### src/rtl/addsub_seq32_pkg.sv
// Shared definitions for the byte-serial add/subtract sequencer.
package addsub_seq32_pkg;

   localparam int unsigned BYTE_W = 8;

   typedef enum logic [1:0] {
      ST_IDLE = 2'd0,
      ST_RUN  = 2'd1,
      ST_DONE = 2'd2
   } state_e;

   // Byte-index counter width: clog2(bytes), never narrower than one bit.
   function automatic int unsigned idx_width(input int unsigned bytes);
      return (bytes <= 1) ? 1 : $clog2(bytes);
   endfunction

endpackage

### src/rtl/addsub_seq32_addsub8.sv
// Combinational 8-bit add/subtract slice with carry in and carry out.
module addsub8
   import addsub_seq32_pkg::*;
(
   input  logic [BYTE_W-1:0] a_i,
   input  logic [BYTE_W-1:0] b_i,
   input  logic              sub_i,
   input  logic              cin_i,
   output logic [BYTE_W-1:0] s_o,
   output logic              cout_o
);

   logic [BYTE_W-1:0] be;

   // a + (sub ? ~b : b) + cin; the +1 of subtraction arrives through cin.
   always_comb begin
      be            = sub_i ? ~b_i : b_i;
      {cout_o, s_o} = {1'b0, a_i} + {1'b0, be} + {{BYTE_W{1'b0}}, cin_i};
   end

endmodule

### src/rtl/addsub_seq32.sv
// Byte-serial multi-byte add/subtract sequencer driving one addsub8 slice,
// LSB byte first, with result and compare flags loaded on completion.
module addsub_seq32
   import addsub_seq32_pkg::*;
#(
   parameter  int unsigned BYTES = 4,
   localparam int unsigned W     = BYTE_W * BYTES
)
(
   input  logic         clk,
   input  logic         reset,
   input  logic         start,
   input  logic         sub,
   input  logic [W-1:0] a,
   input  logic [W-1:0] b,
   output logic         ready,
   output logic         busy,
   output logic         done,
   output logic [W-1:0] q,
   output logic         cout,
   output logic         zero,
   output logic         ovf,
   output logic         lt,
   output logic         ltu
);

   localparam int unsigned   IW       = idx_width(BYTES);
   localparam logic [IW-1:0] LAST_IDX = IW'(BYTES - 1);

   state_e state_q, state_d;

   logic [W-1:0]  a_sh_q, a_sh_d;
   logic [W-1:0]  b_sh_q, b_sh_d;
   logic [W-1:0]  res_q, res_d;
   logic          sub_q, sub_d;
   logic          carry_q, carry_d;
   logic [IW-1:0] idx_q, idx_d;

   logic [W-1:0]  q_q, q_d;
   logic          cout_q, cout_d;
   logic          zero_q, zero_d;
   logic          ovf_q, ovf_d;
   logic          lt_q, lt_d;
   logic          ltu_q, ltu_d;

   logic [BYTE_W-1:0] s8;
   logic              c8;
   logic [W-1:0]      q_fin;
   logic              be_msb;
   logic              ovf_fin;
   logic              accept;
   logic              last_byte;

   addsub8 u_addsub8 (
      .a_i    (a_sh_q[BYTE_W-1:0]),
      .b_i    (b_sh_q[BYTE_W-1:0]),
      .sub_i  (sub_q),
      .cin_i  (carry_q),
      .s_o    (s8),
      .cout_o (c8)
   );

   assign accept    = start && (state_q != ST_RUN);
   assign last_byte = (state_q == ST_RUN) && (idx_q == LAST_IDX);

   // Next-state logic: DONE accepts a new start directly (back-to-back).
   always_comb begin
      state_d = state_q;
      case (state_q)
         ST_IDLE: if (start) state_d = ST_RUN;
         ST_RUN:  if (last_byte) state_d = ST_DONE;
         ST_DONE: state_d = start ? ST_RUN : ST_IDLE;
         default: state_d = ST_IDLE;
      endcase
   end

   // Datapath next values: load on accept, shift one byte per RUN cycle,
   // publish result and flags together on the final byte.
   always_comb begin
      a_sh_d  = a_sh_q;
      b_sh_d  = b_sh_q;
      res_d   = res_q;
      sub_d   = sub_q;
      carry_d = carry_q;
      idx_d   = idx_q;
      q_d     = q_q;
      cout_d  = cout_q;
      zero_d  = zero_q;
      ovf_d   = ovf_q;
      lt_d    = lt_q;
      ltu_d   = ltu_q;

      // New byte enters the result from the top; on the last byte this is
      // the complete W-bit result.
      q_fin   = W'({s8, res_q} >> BYTE_W);
      // On the last byte the low lanes of the shift registers hold the
      // operand MSB bytes, so operand sign bits are read from there.
      be_msb  = sub_q ^ b_sh_q[BYTE_W-1];
      ovf_fin = (a_sh_q[BYTE_W-1] == be_msb) && (s8[BYTE_W-1] != a_sh_q[BYTE_W-1]);

      if (accept) begin
         a_sh_d  = a;
         b_sh_d  = b;
         sub_d   = sub;
         carry_d = sub;
         idx_d   = '0;
      end else if (state_q == ST_RUN) begin
         a_sh_d  = a_sh_q >> BYTE_W;
         b_sh_d  = b_sh_q >> BYTE_W;
         res_d   = q_fin;
         carry_d = c8;
         idx_d   = idx_q + IW'(1);
         if (idx_q == LAST_IDX) begin
            q_d    = q_fin;
            cout_d = c8;
            zero_d = (q_fin == '0);
            ovf_d  = ovf_fin;
            lt_d   = sub_q & (s8[BYTE_W-1] ^ ovf_fin);
            ltu_d  = sub_q & ~c8;
         end
      end
   end

   // State and datapath registers; reset aborts any operation in flight.
   always_ff @(posedge clk or posedge reset) begin
      if (reset) begin
         state_q <= ST_IDLE;
         a_sh_q  <= '0;
         b_sh_q  <= '0;
         res_q   <= '0;
         sub_q   <= 1'b0;
         carry_q <= 1'b0;
         idx_q   <= '0;
         q_q     <= '0;
         cout_q  <= 1'b0;
         zero_q  <= 1'b0;
         ovf_q   <= 1'b0;
         lt_q    <= 1'b0;
         ltu_q   <= 1'b0;
      end else begin
         state_q <= state_d;
         a_sh_q  <= a_sh_d;
         b_sh_q  <= b_sh_d;
         res_q   <= res_d;
         sub_q   <= sub_d;
         carry_q <= carry_d;
         idx_q   <= idx_d;
         q_q     <= q_d;
         cout_q  <= cout_d;
         zero_q  <= zero_d;
         ovf_q   <= ovf_d;
         lt_q    <= lt_d;
         ltu_q   <= ltu_d;
      end
   end

   assign ready = (state_q != ST_RUN);
   assign busy  = (state_q == ST_RUN);
   assign done  = (state_q == ST_DONE);
   assign q     = q_q;
   assign cout  = cout_q;
   assign zero  = zero_q;
   assign ovf   = ovf_q;
   assign lt    = lt_q;
   assign ltu   = ltu_q;

endmodule

### config.mk
export PLATFORM = sky130hd
export DESIGN_NAME = addsub_seq32
export DESIGN_NICKNAME = d
export VERILOG_FILES = /design/src/rtl/addsub_seq32_pkg.sv /design/src/rtl/addsub_seq32_addsub8.sv /design/src/rtl/addsub_seq32.sv
export SDC_FILE = /design/constraint.sdc
export NUM_CORES = 1
export LEC_CHECK = 0
export BUFFER_PORTS_ARGS = -buffer_cell sky130_fd_sc_hd__buf_4
export CAP_MARGIN = 30
export CORE_ASPECT_RATIO = 0.5
export CORE_MARGIN = 1
export CORE_UTILIZATION = 30
export CTS_BUF_LIST = sky130_fd_sc_hd__clkbuf_4
export CTS_CLUSTER_SIZE = 30
export DETAILED_ROUTE_END_ITERATION = 16
export PLACE_DENSITY = 0.46
export SLEW_MARGIN = 30
export SYNTH_ARGS = -nofsm -noshare
export SYNTH_HDL_FRONTEND = slang
export SYNTH_SLANG_ARGS = --single-unit
### constraint.sdc
create_clock -name clk -period 6.4 [get_ports clk]
set_input_delay 0.32 -clock clk [delete_from_list [all_inputs] [get_ports clk]]
set_output_delay 0.32 -clock clk [all_outputs]
set_load 0.05 [all_outputs]
==> report_table.html <==
<table>
<tr><th>Metric</th><th>Value</th></tr>
<tr><th colspan="2">Logic synthesis</th></tr>
<tr><td>Flip-flop and latch count after synthesis</td><td>~130</td></tr>
<tr><td>Number of enable-type register cells in the synthesized netlist</td><td>0</td></tr>
<tr><td>Post-synthesis average cell area</td><td>approximately 11 um^2</td></tr>
<tr><td>Proportion of synthesized chip area in sequential cells</td><td>a little under three fifths</td></tr>
<tr><td>Cell variety after synth</td><td>41</td></tr>
<tr><td>Post-Synthesis Net Count</td><td>between 600 and 700</td></tr>
<tr><td>Yosys warnings</td><td>0</td></tr>
<tr><td>Fraction of registers with async set/reset</td><td>100%</td></tr>
<tr><td>Post-synthesis cell count</td><td>556</td></tr>
<tr><td>Predominant post-synthesis flop cell</td><td>sky130_fd_sc_hd__dfrtp_1</td></tr>
<tr><td>Summed instance area of the synthesized netlist</td><td>a little under 6000 um^2</td></tr>
<tr><th colspan="2">STA</th></tr>
<tr><td>Count of pins over their slew limit</td><td>0</td></tr>
<tr><td>Fraction of the cycle the final worst path needs</td><td>between 40% and 50%</td></tr>
<tr><td>Count of endpoints failing hold in the final timing report</td><td>0</td></tr>
<tr><td>Setup skew after layout</td><td>approximately 0.023 ns</td></tr>
<tr><td>Hold Worst Slack</td><td>roughly 0.066 ns</td></tr>
<tr><td>Setup TNS</td><td>0 ns</td></tr>
<tr><td>Minimum clock period</td><td>around 2.8 ns</td></tr>
<tr><td>Measured slew at the worst slew-check pin</td><td>approximately 0.7 ns</td></tr>
<tr><td>Max_slew headroom</td><td>approximately 52%</td></tr>
<tr><td>Unrepaired setup endpoints after global routing</td><td>no</td></tr>
<tr><td>Highest clock rate</td><td>353 MHz</td></tr>
<tr><td>Endpoints failing setup</td><td>0</td></tr>
<tr><th colspan="2">Critical path</th></tr>
<tr><td>Endpoint kind of the worst setup timing path</td><td>output pin</td></tr>
<tr><td>CP dominant cell by count</td><td>sky130_fd_sc_hd__buf_4</td></tr>
<tr><td>Critical R2R Capture</td><td>zero$_DFFE_PP0P_</td></tr>
<tr><td>Critical path, cell by cell</td><td>nand2b_1, buf_4, inv_4, buf_6, buf_4</td></tr>
<tr><td>Worst r2r src</td><td>sub_q$_DFFE_PP0P_</td></tr>
<tr><td>Launching element type of the critical path</td><td>register</td></tr>
<tr><td>Cell type of the slowest stage on the worst timing path</td><td>sky130_fd_sc_hd__buf_6</td></tr>
<tr><td>Worst R2R Path Depth</td><td>9</td></tr>
<tr><td>Crit path kind</td><td>reg2out</td></tr>
<tr><td>CP max stage delay</td><td>between 0.5 and 0.6 ns</td></tr>
<tr><td>Setup slack of the worst register-to-register path</td><td>3.57 ns</td></tr>
<tr><td>Cell family with most CP delay</td><td>buffers and inverters</td></tr>
<tr><td>Data required time of the worst path</td><td>roughly 6.1 ns</td></tr>
<tr><td>Critical Path AT</td><td>between 2 and 3 ns</td></tr>
<tr><td>Worst-path maximum fanout</td><td>around 110</td></tr>
<tr><td>Buf+Inv Stages, Crit Path</td><td>4</td></tr>
<tr><th colspan="2">Finish</th></tr>
<tr><td>Number of inserted diodes</td><td>0</td></tr>
<tr><td>Commonest non-fill, non-tap cell in the layout</td><td>sky130_fd_sc_hd__nand2_1</td></tr>
<tr><td>Ratio of cells with drive above 1 in the final layout</td><td>between 20% and 30%</td></tr>
<tr><td>Highest-count cells in the layout ignoring fill and taps</td><td>sky130_fd_sc_hd__nand2_1, sky130_fd_sc_hd__dfrtp_1, sky130_fd_sc_hd__buf_4</td></tr>
<tr><td>Net total in the final layout</td><td>750</td></tr>
<tr><td>Area growth, synth to finish</td><td>26.3%</td></tr>
<tr><td>Number of fill cells in the layout</td><td>around 1900</td></tr>
<tr><td>Footprint of the multi-input gates</td><td>around 2400 um^2</td></tr>
<tr><td>Sequential cell area</td><td>between 3000 and 4000 um^2</td></tr>
<tr><td>Final Instance Count excl. Fillers</td><td>roughly 940</td></tr>
<tr><th colspan="2">Clocking</th></tr>
<tr><td>Clock insertion delay at the later pin of the skew report</td><td>between 0.5 and 0.6 ns</td></tr>
<tr><td>Clk root buf</td><td>sky130_fd_sc_hd__clkbuf_4</td></tr>
<tr><td>Max H-tree Level</td><td>4</td></tr>
<tr><td>Total CTS buffers</td><td>17</td></tr>
<tr><td>Clock tree from TritonCTS</td><td>yes</td></tr>
<tr><td>Maximum clock insertion buffer count</td><td>2</td></tr>
<tr><td>Total number of clock tree sinks</td><td>around 130</td></tr>
<tr><td>Clock transition at path regs</td><td>roughly 0.14 ns</td></tr>
<tr><th colspan="2">Die</th></tr>
<tr><td>Area inside the core boundary</td><td>18700 um^2</td></tr>
<tr><td>Die footprint</td><td>20100 um^2</td></tr>
<tr><td>Rows</td><td>35</td></tr>
<tr><td>Effective utilization at floorplan</td><td>~31%</td></tr>
<tr><td>Horizontal extent of the die</td><td>roughly 200 um</td></tr>
<tr><td>Boundary pin count</td><td>between 100 and 150</td></tr>
<tr><td>Height of the chip</td><td>between 100 and 150 um</td></tr>
<tr><th colspan="2">Routing</th></tr>
<tr><td>Pre-antenna DRT Iters</td><td>4</td></tr>
<tr><td>Total via count in the routed design</td><td>roughly 4200</td></tr>
<tr><td>Remaining antenna violation count</td><td>0</td></tr>
<tr><td>Starting DRC count in detailed routing</td><td>138</td></tr>
<tr><td>DRC viols</td><td>0</td></tr>
<tr><td>Total Wirelength</td><td>13900 um</td></tr>
<tr><td>Post-detailed-route wirelength per cell</td><td>between 10 and 15 um</td></tr>
<tr><td>Via density</td><td>between 4 and 5</td></tr>
<tr><th colspan="2">Global route</th></tr>
<tr><td>Vias in the first global route</td><td>4301</td></tr>
<tr><td>Gr usage total</td><td>~15%</td></tr>
<tr><td>First-pass GRT wire length</td><td>approximately 23000 um</td></tr>
<tr><td>Maximum number of pins on one net before global-route repair</td><td>around 110</td></tr>
<tr><td>Residual overflow from global routing</td><td>0</td></tr>
<tr><td>Antenna violations before repair</td><td>0</td></tr>
<tr><th colspan="2">Placement</th></tr>
<tr><td>GP Congestion</td><td>~0.74</td></tr>
<tr><td>Placed cells</td><td>a little under 900</td></tr>
<tr><td>Input/output buffers</td><td>about 110</td></tr>
<tr><td>Detailed Place HPWL</td><td>approximately 9400 um</td></tr>
<tr><th colspan="2">Power and ir drop</th></tr>
<tr><td>Total power</td><td>4.00 mW</td></tr>
<tr><td>Static Leakage</td><td>around 3.6 nW</td></tr>
<tr><td>Largest voltage drop on the vdd net</td><td>approximately 0.00016 V</td></tr>
<tr><td>Power density over the cells</td><td>roughly 540 nW/um^2</td></tr>
<tr><th colspan="2">Status</th></tr>
<tr><td>Status</td><td>completed</td></tr>
<tr><th colspan="2">Min path</th></tr>
<tr><td>Hold EP</td><td>a_sh_q[11]$_DFFE_PP0P_</td></tr>
<tr><td>Source of the worst hold timing path</td><td>a[11]</td></tr>
<tr><td>Worst Hold Class</td><td>in2reg</td></tr>
<tr><td>Number of stages on the worst hold path</td><td>3</td></tr>
<tr><th colspan="2">Job</th></tr>
<tr><td>Max_cap viols</td><td>0</td></tr>
</table>
-- synthesized netlist by cell type (all sizes together), types with 4 or more instances --
cell type,n,area (um^2)
clkbuf,24,90.1
nor2,19,73.8
ha,8,100
dfrtp,131,3280
mux2,18,203
inv,10,37.5
mux2i,65,651
nor3,4,20.0
o31ai,4,43.8
nand2,144,541
nor4,5,31.3
xor2,11,96.3
a21oi,5,28.8
o21ai,71,355
buf,9,41.3
-- how the worst max path moves through the flow --
stage	startpoint	endpoint	slack, ns	cells after the start
floorplan	reset	a_sh_q[0]$_DFFE_PP0P_	2.58	1
global placement	sub_q$_DFFE_PP0P_	zero$_DFFE_PP0P_	3.72	9
detailed placement	sub_q$_DFFE_PP0P_	zero$_DFFE_PP0P_	3.59	9
CTS	state_q[1]$_DFFE_PP0P_	busy	3.24	5
global route	sub_q$_DFFE_PP0P_	zero$_DFFE_PP0P_	3.31	9
finish	state_q[1]$_DFFE_PP0P_	busy	3.57	5
-- state kept, by name, indices dropped and copies added, names as in the netlist --
signal   flops
a_sh_q      32
b_sh_q      32
carry_q      1
cout         1
idx_q        2
lt           1
ltu          1
ovf          1
q           32
res_q       24
state_q      2
sub_q        1
zero         1
-- where the power goes --
group          internal, mW  total, mW  switching [mW]
registers              1.18       1.44           0.260
clock network         0.274      0.617           0.342
logic                 0.709       1.94            1.24
total                  2.17       4.00            1.84
-- cell families after synthesis --
group                      Yosys count  synth area share (%)
muxes                               83                  14.6
buffers and inverters               43                  2.89
and+or+nand+nor                    187                  13.3
adders and majority gates           10                  2.39
DFF                                131                  56.0
xor gates and xnor gates            13                  1.94
AOI/OAI and AO/OA                   89                  8.91
-- metal layers --
layer / vias to the layer above / share of wire [%] / GRT usage (%)
met5: - / 0 / 0
met4: 0 / 1.3 / 5.28
met3: 19 / 4.3 / 3.55
met2: 71 / 44 / 22.7
met1: 2012 / 50 / 21.0
li1: 2124 / - / -
-- metrics by stage --
| step | worst slack, ns | area [um^2] | utilization, % |
|---|---|---|---|
| 6_report | 3.57 | 7390 | 39.4 |
| 5_1_grt | 3.31 | 7390 | 39.4 |
| 4_1_cts | 3.24 | 7390 | 39.4 |
| 3_5_place_dp | 3.59 | 6900 | 36.8 |
| 3_3_place_gp | 3.72 | 6900 | 36.8 |
| 2_1_floorplan | 2.58 | 5850 | - |
-- final cells by class --
class | instances | share of cell area (%)
clock buffers | 17 | 1.73
clock inverters | 15 | 2.47
inverters | 10 | 0.609
multi-input cells | 382 | 32.6
flip-flops and latches | 131 | 44.3
well taps | 259 | 4.38
repair buffers | 130 | 13.9
-- worst register-to-register path: cells and delay by family (launching register included) --
family | cells | cell delay, ns
AOI/OAI and AO/OA | 1 | 0.22
xor gates and xnor gates | 1 | 0.14
adders and majority gates | 2 | 0.95
DFF | 1 | 0.64
and+or+nand+nor | 5 | 0.77
-- repair_timing --
action,CTS,global route
hold buffers,18,0
resized for setup,0,0
hold endpoints to repair,83,0
buffers inserted,0,0
Power figures use the tool's default switching activity.
